**src/rtl/tff_prog_timer.sv**
```systemverilog
`default_nettype none
// +----------------------------------------------------------------------------+
// | tff_prog_timer: programmable down-counting timer, one-shot or periodic,    |
// | with stop and a one-cycle expire pulse. Optional prescaler: TIMER_PRESCALE_EN |
// | Rev 1.0                                                                    |
// +----------------------------------------------------------------------------+
module tff_prog_timer #(
  parameter int W       = 8,
  parameter int PRE_DIV = 4
) (
  input  logic         clk,
  input  logic         clr_b,
  input  logic         start,
  input  logic         stop,
  input  logic         periodic,
  input  logic [W-1:0] load_val,
  output logic [W-1:0] count,
  output logic         busy,
  output logic         expire
);

  typedef enum logic [0:0] {
    S_IDLE = 1'b0,
    S_RUN  = 1'b1
  } state_t;

  localparam logic [W-1:0] c_one = W'(1);

  state_t       r_state, w_state_nxt;
  logic [W-1:0] r_count, w_count_nxt;
  logic [W-1:0] r_reload, w_reload_nxt;
  logic         r_mode, w_mode_nxt;
  logic         r_expire, w_expire_nxt;
  logic         w_tick;

  if (W < 2 || PRE_DIV < 2) begin : g_param_check
    $error("tff_prog_timer: W and PRE_DIV must both be >= 2");
  end

`ifdef TIMER_PRESCALE_EN
  localparam int PW = $clog2(PRE_DIV);
  localparam logic [PW-1:0] c_presc_max = PW'(PRE_DIV - 1);

  logic [PW-1:0] r_presc;
  logic          w_clr_presc;

  // Any start or stop realigns the tick phase to the command.
  assign w_clr_presc = start || stop;

  always_ff @(posedge clk or negedge clr_b) begin
    if (!clr_b) begin
      r_presc <= '0;
    end else if (w_clr_presc || r_state != S_RUN || r_presc == c_presc_max) begin
      r_presc <= '0;
    end else begin
      r_presc <= r_presc + 1'b1;
    end
  end

  assign w_tick = (r_state == S_RUN) && (r_presc == c_presc_max);
`else
  assign w_tick = (r_state == S_RUN);
`endif

  always_ff @(posedge clk or negedge clr_b) begin
    if (!clr_b) begin
      r_state  <= S_IDLE;
      r_count  <= '0;
      r_reload <= '0;
      r_mode   <= 1'b0;
      r_expire <= 1'b0;
    end else begin
      r_state  <= w_state_nxt;
      r_count  <= w_count_nxt;
      r_reload <= w_reload_nxt;
      r_mode   <= w_mode_nxt;
      r_expire <= w_expire_nxt;
    end
  end

  always_comb begin
    w_state_nxt  = r_state;
    w_count_nxt  = r_count;
    w_reload_nxt = r_reload;
    w_mode_nxt   = r_mode;
    w_expire_nxt = 1'b0;
    case (r_state)
      S_IDLE: begin
        if (start && load_val != '0) begin
          w_count_nxt  = load_val;
          w_reload_nxt = load_val;
          w_mode_nxt   = periodic;
          w_state_nxt  = S_RUN;
        end
      end
      S_RUN: begin
        // Priority: stop (or a zero-length restart), then restart, then tick.
        if (stop || (start && load_val == '0)) begin
          w_count_nxt = '0;
          w_state_nxt = S_IDLE;
        end else if (start) begin
          w_count_nxt  = load_val;
          w_reload_nxt = load_val;
          w_mode_nxt   = periodic;
        end else if (w_tick) begin
          if (r_count == c_one) begin
            w_expire_nxt = 1'b1;
            if (r_mode) begin
              w_count_nxt = r_reload;
            end else begin
              w_count_nxt = '0;
              w_state_nxt = S_IDLE;
            end
          end else begin
            w_count_nxt = r_count - 1'b1;
          end
        end
      end
    endcase
  end

  assign count  = r_count;
  assign busy   = (r_state == S_RUN);
  assign expire = r_expire;

endmodule
`default_nettype wire

```
**config.mk**
```make
export PLATFORM = sky130hd
export DESIGN_NAME = tff_prog_timer
export DESIGN_NICKNAME = d
export VERILOG_FILES = /design/src/rtl/tff_prog_timer.sv
export SDC_FILE = /design/constraint.sdc
export NUM_CORES = 1
export LEC_CHECK = 0
export BUFFER_PORTS_ARGS = -buffer_cell sky130_fd_sc_hd__buf_2
export CAP_MARGIN = 20
export CELL_PAD_IN_SITES_DETAIL_PLACEMENT = 0
export CELL_PAD_IN_SITES_GLOBAL_PLACEMENT = 2
export CORE_ASPECT_RATIO = 1.1
export CORE_MARGIN = 2
export CORE_UTILIZATION = 30
export DETAILED_ROUTE_END_ITERATION = 7
export PLACE_DENSITY_LB_ADDON = 0.12
export SLEW_MARGIN = 10
export SYNTH_ARGS = -nofsm -noshare
export SYNTH_HDL_FRONTEND = slang
export SYNTH_SLANG_ARGS = --single-unit
```
**constraint.sdc**
```tcl
create_clock -name clk -period 1.6 [get_ports clk]
set_input_delay 0.16 -clock clk [delete_from_list [all_inputs] [get_ports clk]]
set_output_delay 0.16 -clock clk [all_outputs]
set_load 0.02 [all_outputs]
```
## Word level (Yosys, flattened, before mapping)

Index checks and enable logic that the tools add are counted.

- Bits in registers: 19
- Bits of input ports: 13
- Logic and storage cells: 40

- Add/sub/neg operators: 1
- Equal/unequal tests: 4
- Bitwise gates (word level): 1
- Reduce and logical (&&, ||, !) cells: 6
- Mux-type cells: 23

Operator list:

| operator | count |
|---|---|
| $mux W8 | 7 |
| $pmux W8 S2 | 2 |
| $mux W1 | 12 |
| $eq A8 B1 Y1 const B | 1 |
| $logic_not A8 Y1 | 1 |
| $reduce_bool A8 Y1 | 1 |
| $sub A8 B1 Y8 const B | 1 |
| $ne A2 B2 Y1 const B | 3 |
| $pmux W1 S2 | 2 |
| $reduce_and A3 Y1 | 1 |
| $logic_and A1 B1 Y1 | 2 |
| $logic_or A1 B1 Y1 | 1 |
| $not A1 Y1 | 1 |

## Depth between registers and ports, before layout

Gate-level depths: netlist of run 1.

- Depth after elaboration: 5
- Gate-level depth with buffers: 7
- Mapped depth without buffers: 6

## Least setup slack after synthesis of run 1

Ideal clock, no wire load.

- Kind: register to register
- Start point: reg r_count[1] (netlist: count[1])
- End point: reg r_count[2] (netlist: count[2])
- Setup slack: -0.169 ns
- Arrival: 1.647 ns
- Cell stages (with the launch flop): 8
- Buffers on the path: 1
- Cells stage by stage: dfrtp_1 -> inv_1 -> ha_1 -> nor4b_4 -> buf_6 -> a21oi_2 -> a311o_1 -> a32o_1

- Word-level cells in the longest chain between the ends: 5
- Elaborated cells on any way between the ends: 6
- Those cells by class: add/sub: 1; eq/ne: 1; mux: 4

RTL lines:

| item | line | RTL |
|---|---|---|
| from (decl) | 30 | `logic [W-1:0] r_count, w_count_nxt;` |
| from (signal assigned) | 74 | `r_count <= w_count_nxt;` |
| $sub A8 B1 Y8 or $eq A8 B1 Y1 (tied branches) | 115, 106 |  |
| $mux W8 * | 106 | `if (r_count == c_one) begin` |
| $mux W8 * | 101 | `end else if (start) begin` |
| $mux W8 * | 98 | `if (stop \|\| (start && load_val == '0)) begin` |
| $pmux W8 S2 * | 87 | `case (r_state)` |

Every way passes the cells marked *; elsewhere a longest branch is shown, timed or not.
A chain may end at the register's enable or synchronous reset.

## Worst setup path after layout of run 1

- Start point: reg r_count[1] (netlist: count[1])
- End point: reg r_count[5] (netlist: count[5])

The elaborated chain is that of the path after synthesis.

==> flow_metrics.py, run 1 <==
metrics = {
    "status": {
        "outcome": "complete, but fails checks",
        "violations": "negative setup slack",
    },
    "pwr": {
        "p_leak_nw": 0.654,
        "highest_ir_drop_seen_on_vdd_v": 0.000445,
        "power-per-cell-area_nw_per_um2": 976,
        "p_total_w": 0.00153,
    },
    "yosys": {
        "dominant_register_cell_in_the_synthesized_netlist": "dfrtp_1",
        "asyncSetResetFlopFracSynth_pct": 100,
        "synthesis.area_per_instance_um2": 10.8,
        "post_synth_inst_count": 103,
        "postSynthRegisterBits": 19,
        "synth_fp_nets": 118,
        "synth_enable_flop_cells": 0,
        "netlist_area_pre_place_um2": 1110,
        "synth.yosys.warnings": 0,
        "netlist-cell-type-count": 40,
        "synth-seq-area-share_pct": 42.6,
    },
    "critical_path": {
        "endpoint_kind": "register",
        "worstPathRequired_ns": 1.79,
        "timing.critical_path.fanout_max": 4,
        "critical_path.slowest_cell": "or4_4",
        "regToRegStartpoint": "count[1]",
        "start_kind": "register",
        "critical_path.max_stage_delay_ns": 0.42,
        "cp-startpoint": "count[1]",
        "critPathTopFamily": "simple AND/OR/NAND/NOR gates",
        "criticalPathCategory": "reg -> reg",
        "crit_arrival_ns": 1.88,
        "critical_path.cell_chain": "buf_6, or3_4, or4_4, nand4_1, a32o_1",
        "worst-path-buf-inv": 1,
        "reg2reg_slack_ns": -0.09,
    },
    "finish": {
        "commonest_non_fill_non_tap_cells_in_the_layout": "22 x buf_2, 18 x buf_4, 17 x dfrtp_1",
        "layout-area-overhead-vs-synth_pct": 40.6,
        "leading_cell_type_in_the_layout_fill_and_taps_excluded": "buf_2",
        "design.final.nets": 164,
        "drive_gt1_share_pct": 45.9,
        "fillerInstances": 361,
        "antenna_cells": 0,
        "post_layout_nonfiller_instances": 198,
    },
    "cts": {
        "cts_tree": "built",
        "cts_max_path_buffers": 2,
        "root_buffer": "clkbuf_8",
        "path_clk_slew_ns": 0.07,
        "cts_num_sinks": 19,
        "cts-buffers-inserted": 3,
        "htree_num_levels": 1,
        "clock_latency_on_the_worst_skew_pair_ns": 0.25,
    },
    "placement": {
        "dp.cells": 190,
        "port_buffers": 22,
        "finalWeightedCongestion": 0.764,
        "post-dp-hpwl_mm": 2.40,
        "dp_worst_setup_slack_ns": -0.122,
    },
    "min_path": {
        "hold_path_class": "in -> reg",
        "worst_hold_startpoint": "stop",
    },
    "sta": {
        "fmaxAchievable_ghz": 0.592,
        "finalHoldViolations": 0,
        "finalCritPeriodShare_pct": 106,
        "worst_slew_pin_slew_ns": 0.448,
        "timing.slew.headroom_pct": 70.1,
        "final_worst_setup_slack_ns": -0.0901,
        "slew_viol_final": 0,
        "worst_hold_slack_ns": 0.0946,
        "timing.clock.skew_ns": 0.000810,
        "period_minus_slack_ns": 1.69,
        "rsz0062_at_grt": "yes",
        "setup_violations": 4,
    },
    "detailed_routing": {
        "drt_iter0_drc": 54,
        "finalWirelength_mm": 3.06,
        "first_pass_iters": 4,
        "ant_nets": 0,
        "wl_per_cell_um": 15.5,
        "routed_via_density": 5.10,
        "route.vias.total": 1010,
        "route.detailed.drc": 0,
    },
    "floorplanning": {
        "ios": 23,
        "die_h_um": 67.9,
        "die_w_um": 62.1,
        "row_count": 23,
        "start_util_pct": 31.0,
        "die_area_um2": 4220,
        "core_area_um2": 3600,
    },
    "global_routing": {
        "first_global_vias": 1047,
        "grt_pass1_wl_mm": 5.36,
        "track_usage_pct": 16.3,
        "globalRoute.totalOverflow": 0,
        "grt_antenna_before_repair": 0,
        "grt_max_degree": 20,
    },
    "flow_run": {
        "cap_viol_max_count": 0,
    },
}
-- sequential cells by signal, summed over array words and instances (netlist names) --
| name | flops |
|---|---|
| r_reload | 8 |
| expire | 1 |
| r_mode | 1 |
| busy | 1 |
| count | 8 |
-- per-layer routing --
metal,global-route usage [%],share of wire (%)
met4,5.56,0.88
met3,2.80,5.0
met1,21.4,46
met5,0,0
met2,27.6,48
-- final timing paths --
kind	cells past startpoint	end
setup / recovery	5	count[5]
setup reg to reg	5	count[5]
min in group asynchronous	2	r_mode
hold / removal	2	expire
hold reg to reg	1	r_reload[6]
max in group asynchronous	2	count[0]
-- per-stage QoR --
step                instance area [µm²]  utilization [%]  TNS [ns]
detailed placement                 1410             39.1    -0.496
CTS                                1540             42.9    -0.467
finish                             1570             43.6    -0.177
global placement                   1410             39.1    -0.331
global route                       1570             43.6    -0.922
floorplan                          1120                -    -0.125
-- kinds of logic after synthesis --
family,count (synthesis),synth area share (%)
muxes,9,8.98
buffers and inverters,8,3.37
xor gates and xnor gates,3,2.36
DFF,19,42.6
AOI/OAI and AO/OA,28,20.3
adders and majority gates,2,2.24
and+or+nand+nor,34,20.1
-- power breakdown --
group | switching, W | internal (W) | total, W | leakage (nW)
sequential | 0.0000789 | 0.000552 | 0.000630 | 0.225
combinational | 0.000286 | 0.000284 | 0.000569 | 0.406
clock | 0.000154 | 0.000177 | 0.000331 | 0.0228
-- area by class of cell --
type	instances	area (µm²)	area share, %
clock buffers	4	45.0	2.87
flip-flops and latches	19	478	30.5
inverters	5	18.8	1.20
multi-input cells	76	674	43.0
well taps	50	62.6	3.99
repair buffers	44	289	18.4
-- cell usage after synthesis, drive strengths merged (3+ instances only) --
| library cell | number | share of area, % |
|---|---|---|
| nor3 | 3 | 2.4 |
| nand4 | 5 | 2.8 |
| xnor2 | 3 | 2.4 |
| a32o | 6 | 5.4 |
| mux2 | 8 | 8.1 |
| inv | 5 | 1.7 |
| o211ai | 3 | 2.0 |
| dfrtp | 19 | 43 |
| nand2 | 4 | 1.3 |
| o21ai | 5 | 2.2 |
| nand2b | 6 | 3.4 |
-- what timing repair did --
item / in CTS / in global routing
gates resized for setup: 12 / 5
hold buffers: 1 / 0
endpoints found under the setup margin: 8 / 10
setup buffers: 4 / 1
pin swaps: 10 / 4
hold endpoints to repair: 19 / 0
Power figures use the tool's default switching activity.
==> run 2, diff against run 1 <==
Settings changed: PLACE_DENSITY_LB_ADDON 0.12 to 0.1.
==> flow_metrics.py, run 2 (same netlist as run 1, synthesis figures left out) <==
metrics = {
    "finish": {
        "final_area_um2": 1550,
        "commonest_non_fill_non_tap_cells_in_the_layout": "24 x buf_4, 22 x buf_2, 17 x dfrtp_1",
        "drive_gt1_share_pct": 42.8,
        "leading_cell_type_in_the_layout_fill_and_taps_excluded": "buf_4",
        "antenna_cells": 0,
        "design.final.nets": 168,
        "fin_util_pct": 43.0,
        "layout-area-overhead-vs-synth_pct": 38.7,
        "fillerInstances": 361,
    },
    "floorplanning": {
        "start_util_pct": 31.0,
        "core_area_um2": 3600,
        "die_area_um2": 4220,
        "ios": 23,
        "die_w_um": 62.1,
        "row_count": 23,
        "die_h_um": 67.9,
    },
    "cts": {
        "cts_num_sinks": 19,
        "cts-buffers-inserted": 3,
        "cts_max_path_buffers": 2,
        "root_buffer": "clkbuf_8",
        "clock_latency_on_the_worst_skew_pair_ns": 0.25,
        "path_clk_slew_ns": 0.07,
        "cts_tree": "built",
        "htree_num_levels": 1,
    },
    "critical_path": {
        "regToRegStartpoint": "count[1]",
        "endpoint_kind": "register",
        "timing.critical_path.fanout_max": 4,
        "reg2reg_slack_ns": -0.12,
        "rr_endpoint": "count[5]",
        "worstPathRequired_ns": 1.79,
        "criticalPathCategory": "reg -> reg",
        "crit_arrival_ns": 1.91,
        "r2r_cells": 5,
        "start_kind": "register",
    },
    "status": {
        "outcome": "complete, but fails checks",
        "violations": "negative setup slack",
    },
    "global_routing": {
        "grt_pass1_wl_mm": 5.17,
        "grt_antenna_before_repair": 0,
        "first_global_vias": 1073,
        "grt_max_degree": 20,
        "track_usage_pct": 16.0,
        "globalRoute.totalOverflow": 0,
    },
    "placement": {
        "finalWeightedCongestion": 0.802,
        "post-dp-hpwl_mm": 2.46,
        "placed_area_um2": 1430,
        "port_buffers": 22,
    },
    "pwr": {
        "pwr-share-seq_pct": 41.4,
        "highest_ir_drop_seen_on_vdd_v": 0.000390,
        "combinationalPowerShare_pct": 36.5,
        "power-per-cell-area_nw_per_um2": 968,
        "switching_share_pct": 33.4,
        "clockPowerShare_pct": 22.2,
        "p_leak_nw": 0.652,
        "internal_power_w": 0.000997,
        "p_sw_w": 0.000500,
    },
    "sta": {
        "period_minus_slack_ns": 1.72,
        "setup_violations": 5,
        "finalHoldViolations": 0,
        "finalCritPeriodShare_pct": 107,
        "worst_slew_pin_slew_ns": 0.445,
        "fmaxAchievable_ghz": 0.582,
        "final_worst_setup_slack_ns": -0.117,
        "slew_viol_final": 0,
        "timing.clock.skew_ns": 0.00191,
        "worst_hold_slack_ns": 0.0889,
        "timing.slew.headroom_pct": 70.3,
        "rsz0062_at_grt": "yes",
    },
    "min_path": {
        "hold-path-cell-count": 2,
        "whs_endpoint": "expire",
        "worst_hold_startpoint": "stop",
        "hold_path_class": "in -> reg",
    },
    "flow_run": {
        "cap_viol_max_count": 0,
    },
    "detailed_routing": {
        "route.vias.total": 990,
        "routed_via_density": 4.90,
        "route.detailed.drc": 0,
        "wl_per_cell_um": 15.4,
        "drt_iter0_drc": 29,
        "ant_nets": 0,
        "first_pass_iters": 4,
        "finalWirelength_mm": 3.10,
    },
}
run 2: changes by cell type in the layout (fill, tap and decap cells not counted), sizes merged:
cell / previous run / this run
buf: 43 / 47
run 2: power by group through the flow:
| stage | clock network (W) | logic (W) | registers [W] |
|---|---|---|---|
| after floorplan | 0 | 0.000230 | 0.000678 |
| after global placement | 0 | 0.000520 | 0.000625 |
| after detailed placement | 0 | 0.000519 | 0.000629 |
| after CTS | 0.000347 | 0.000542 | 0.000620 |
| after global routing | 0.000372 | 0.000600 | 0.000632 |
| final | 0.000332 | 0.000546 | 0.000620 |
run 2: layout make-up:
| cell class | count | area [µm²] | area share, % |
|---|---|---|---|
| clock buffers | 4 | 45.0 | 2.91 |
| inverters | 5 | 18.8 | 1.21 |
| multi-input cells | 76 | 631 | 40.8 |
| flip-flops and latches | 19 | 478 | 30.9 |
| well taps | 50 | 62.6 | 4.05 |
| repair buffers | 48 | 312 | 20.1 |
run 2: what timing repair did:
| action | CTS | global route |
|---|---|---|
| resized for setup | 4 | 4 |
| endpoints found under the hold margin | 19 | 0 |
| hold buffers | 1 | 0 |
| setup buffers | 3 | 1 |
| setup endpoints to repair | 7 | 9 |
| cloned | 0 | 0 |
| pin swaps | 2 | 4 |
run 2: worst max-delay path by stage:
| stage | from | slack [ns] | depth (start not counted) | end |
|---|---|---|---|---|
| 6_report | count[1] | -0.12 | 5 | count[5] |
| 5_1_grt | count[1] | -0.18 | 7 | count[2] |
| 4_1_cts | count[1] | -0.11 | 7 | count[2] |
| 3_5_place_dp | count[1] | -0.13 | 7 | count[2] |
| 3_3_place_gp | count[1] | -0.09 | 7 | count[2] |
| 2_1_floorplan | count[1] | -0.08 | 7 | count[2] |
run 2: worst max-delay path: stages, from the launching register on:
cell	delay (ns)
dfrtp_2	0.41
buf_4	0.14
or3_1	0.39
or4_1	0.43
nand4_1	0.13
a32o_1	0.16
run 2: metal layers:
layer / GRT usage [%] / share of wire (%) / up-vias
li1: - / - / 495
met1: 19.4 / 46 / 477
met2: 29.6 / 50 / 16
met3: 2.30 / 3.3 / 2
met4: 5.56 / 0.61 / 0
met5: 0 / 0 / -
run 2: per-stage QoR:
stage | setup WS, ns | total power (W) | instances | setup TNS (ns)
final | -0.117 | 0.00150 | 202 | -0.262
after global routing | -0.182 | 0.00160 | 202 | -0.947
after CTS | -0.108 | 0.00151 | 201 | -0.337
after detailed placement | -0.130 | 0.00115 | 193 | -0.377
after global placement | -0.0946 | 0.00114 | 193 | -0.343
after floorplan | -0.0785 | 0.000907 | 103 | -0.125
==> run 3, diff against run 2 <==
Settings changed: BUFFER_PORTS_ARGS -buffer_cell sky130_fd_sc_hd__buf_2 to -buffer_cell sky130_fd_sc_hd__buf_4.
==> flow_metrics.py, run 3 (same netlist as run 1, synthesis figures left out) <==
metrics = {
    "status": {
        "outcome": "complete, but fails checks",
        "violations": "negative setup slack",
    },
    "pwr": {
        "p_total_w": 0.00154,
        "p_leak_nw": 0.656,
        "highest_ir_drop_seen_on_vdd_v": 0.000343,
        "power-per-cell-area_nw_per_um2": 960,
    },
    "floorplanning": {
        "die_h_um": 67.9,
        "start_util_pct": 31.0,
        "core_area_um2": 3600,
        "row_count": 23,
        "die_w_um": 62.1,
        "ios": 23,
        "die_area_um2": 4220,
    },
    "critical_path": {
        "timing.critical_path.fanout_max": 5,
        "r2r_cells": 7,
        "rr_endpoint": "count[6]",
        "endpoint_kind": "register",
        "worstPathRequired_ns": 1.75,
        "reg2reg_slack_ns": -0.14,
        "critical_path.cell_chain": "inv_2, ha_4, nor4b_4, buf_4, o21ai_2, o2bb2ai_1, a222oi_1",
        "start_kind": "register",
        "cp-startpoint": "count[1]",
        "critical_path.slowest_cell": "dfrtp_2",
        "critical_path.max_stage_delay_ns": 0.41,
        "criticalPathCategory": "reg -> reg",
        "crit_arrival_ns": 1.88,
        "regToRegStartpoint": "count[1]",
    },
    "finish": {
        "multi_input_area_um2": 659,
        "antenna_cells": 0,
        "drive_gt1_share_pct": 43.9,
        "register_area_um2": 478,
        "layout-area-overhead-vs-synth_pct": 43.7,
        "design.final.nets": 164,
        "leading_cell_type_in_the_layout_fill_and_taps_excluded": "buf_4",
        "commonest_non_fill_non_tap_cells_in_the_layout": "42 x buf_4, 17 x dfrtp_1, 8 x mux2_1",
        "fillerInstances": 359,
        "post_layout_nonfiller_instances": 198,
    },
    "sta": {
        "timing.slew.headroom_pct": 69.6,
        "worst_slew_pin_slew_ns": 0.456,
        "slew_viol_final": 0,
        "fmaxAchievable_ghz": 0.576,
        "rsz0062_at_grt": "yes",
        "timing.clock.skew_ns": 0.00670,
        "setup_violations": 9,
        "period_minus_slack_ns": 1.74,
        "final_worst_setup_slack_ns": -0.135,
        "finalHoldViolations": 0,
        "finalCritPeriodShare_pct": 108,
    },
    "global_routing": {
        "grt_pass1_wl_mm": 5.11,
        "first_global_vias": 1069,
        "globalRoute.totalOverflow": 0,
        "track_usage_pct": 15.7,
        "grt_antenna_before_repair": 0,
        "grt_max_degree": 20,
    },
    "min_path": {
        "whs_endpoint": "expire",
        "hold-path-cell-count": 2,
        "hold_path_class": "in -> reg",
        "worst_hold_startpoint": "stop",
    },
    "cts": {
        "clock_latency_on_the_worst_skew_pair_ns": 0.26,
        "htree_num_levels": 1,
        "cts-buffers-inserted": 3,
        "cts_tree": "built",
        "cts_num_sinks": 19,
        "path_clk_slew_ns": 0.08,
        "root_buffer": "clkbuf_8",
        "cts_max_path_buffers": 2,
    },
    "detailed_routing": {
        "drt_iter0_drc": 30,
        "first_pass_iters": 6,
        "routed_via_density": 5.15,
        "wl_per_cell_um": 16.0,
        "finalWirelength_mm": 3.16,
        "ant_nets": 0,
        "route.detailed.drc": 0,
        "route.vias.total": 1020,
    },
    "placement": {
        "finalWeightedCongestion": 0.854,
        "port_buffers": 22,
        "post-dp-hpwl_mm": 2.45,
        "dp.cells": 191,
    },
    "flow_run": {
        "cap_viol_max_count": 0,
    },
}
[run 3: cell types whose count changed in the layout (fill, tap and decap cells not counted), sizes merged]
cell / previous run / this run
clkinv: 0 / 1
buf: 47 / 43
clkbuf: 4 / 3
[run 3: how the worst max path moves through the flow]
stage | cells past startpoint | end
6_report | 7 | count[6]
4_1_cts | 7 | count[6]
3_5_place_dp | 7 | count[6]
5_1_grt | 7 | count[6]
2_1_floorplan | 7 | count[2]
3_3_place_gp | 6 | count[4]
[run 3: metrics by stage]
stage	util [%]	setup WS (ns)	hold WS (ns)	setup TNS [ns]	cell area, µm²
3_3_place_gp	40.8	-0.121	0.0545	-0.587	1470
2_1_floorplan	-	-0.0785	-0.136	-0.125	1120
3_5_place_dp	40.8	-0.138	0.0579	-0.700	1470
4_1_cts	42.9	-0.126	0.0717	-0.719	1540
5_1_grt	44.5	-0.198	0.0629	-1.44	1600
6_report	44.5	-0.135	0.0687	-0.604	1600
[run 3: worst max-delay path, delay by kind of cell (launching register included)]
kind | cells | cell delay, ns
simple gates | 1 | 0.33
compound gates | 3 | 0.51
fa+ha+maj | 1 | 0.11
flops | 1 | 0.41
buf+inv | 2 | 0.28
[run 3: timing repair]
action,in CTS,in global routing
resized for setup,2,11
pin swaps,1,9
endpoints found under the setup margin,8,10
hold buffers,1,0
endpoints found under the hold margin,19,0
setup buffers,2,0
[run 3: report_power, final]
group / switching [W] / internal [W]
logic: 0.000284 / 0.000288
registers: 0.0000741 / 0.000551
clock network: 0.000166 / 0.000173
total: 0.000525 / 0.00101
[run 3: metal layers]
metal / up-vias / track usage (%) / part of all wire, %
met5: - / 0 / 0
met2: 24 / 28.4 / 50
li1: 486 / - / -
met1: 506 / 19.2 / 46
met4: 0 / 6.11 / 0.79
met3: 4 / 2.47 / 3.5
[run 3: layout make-up]
| cell class | count | area share (%) |
|---|---|---|
| multi-input cells | 76 | 41.2 |
| flip-flops and latches | 19 | 29.8 |
| repair buffers | 44 | 21.0 |
| well taps | 50 | 3.91 |
| clock buffers | 3 | 2.58 |
| inverters | 5 | 1.17 |
| clock inverters | 1 | 0.312 |
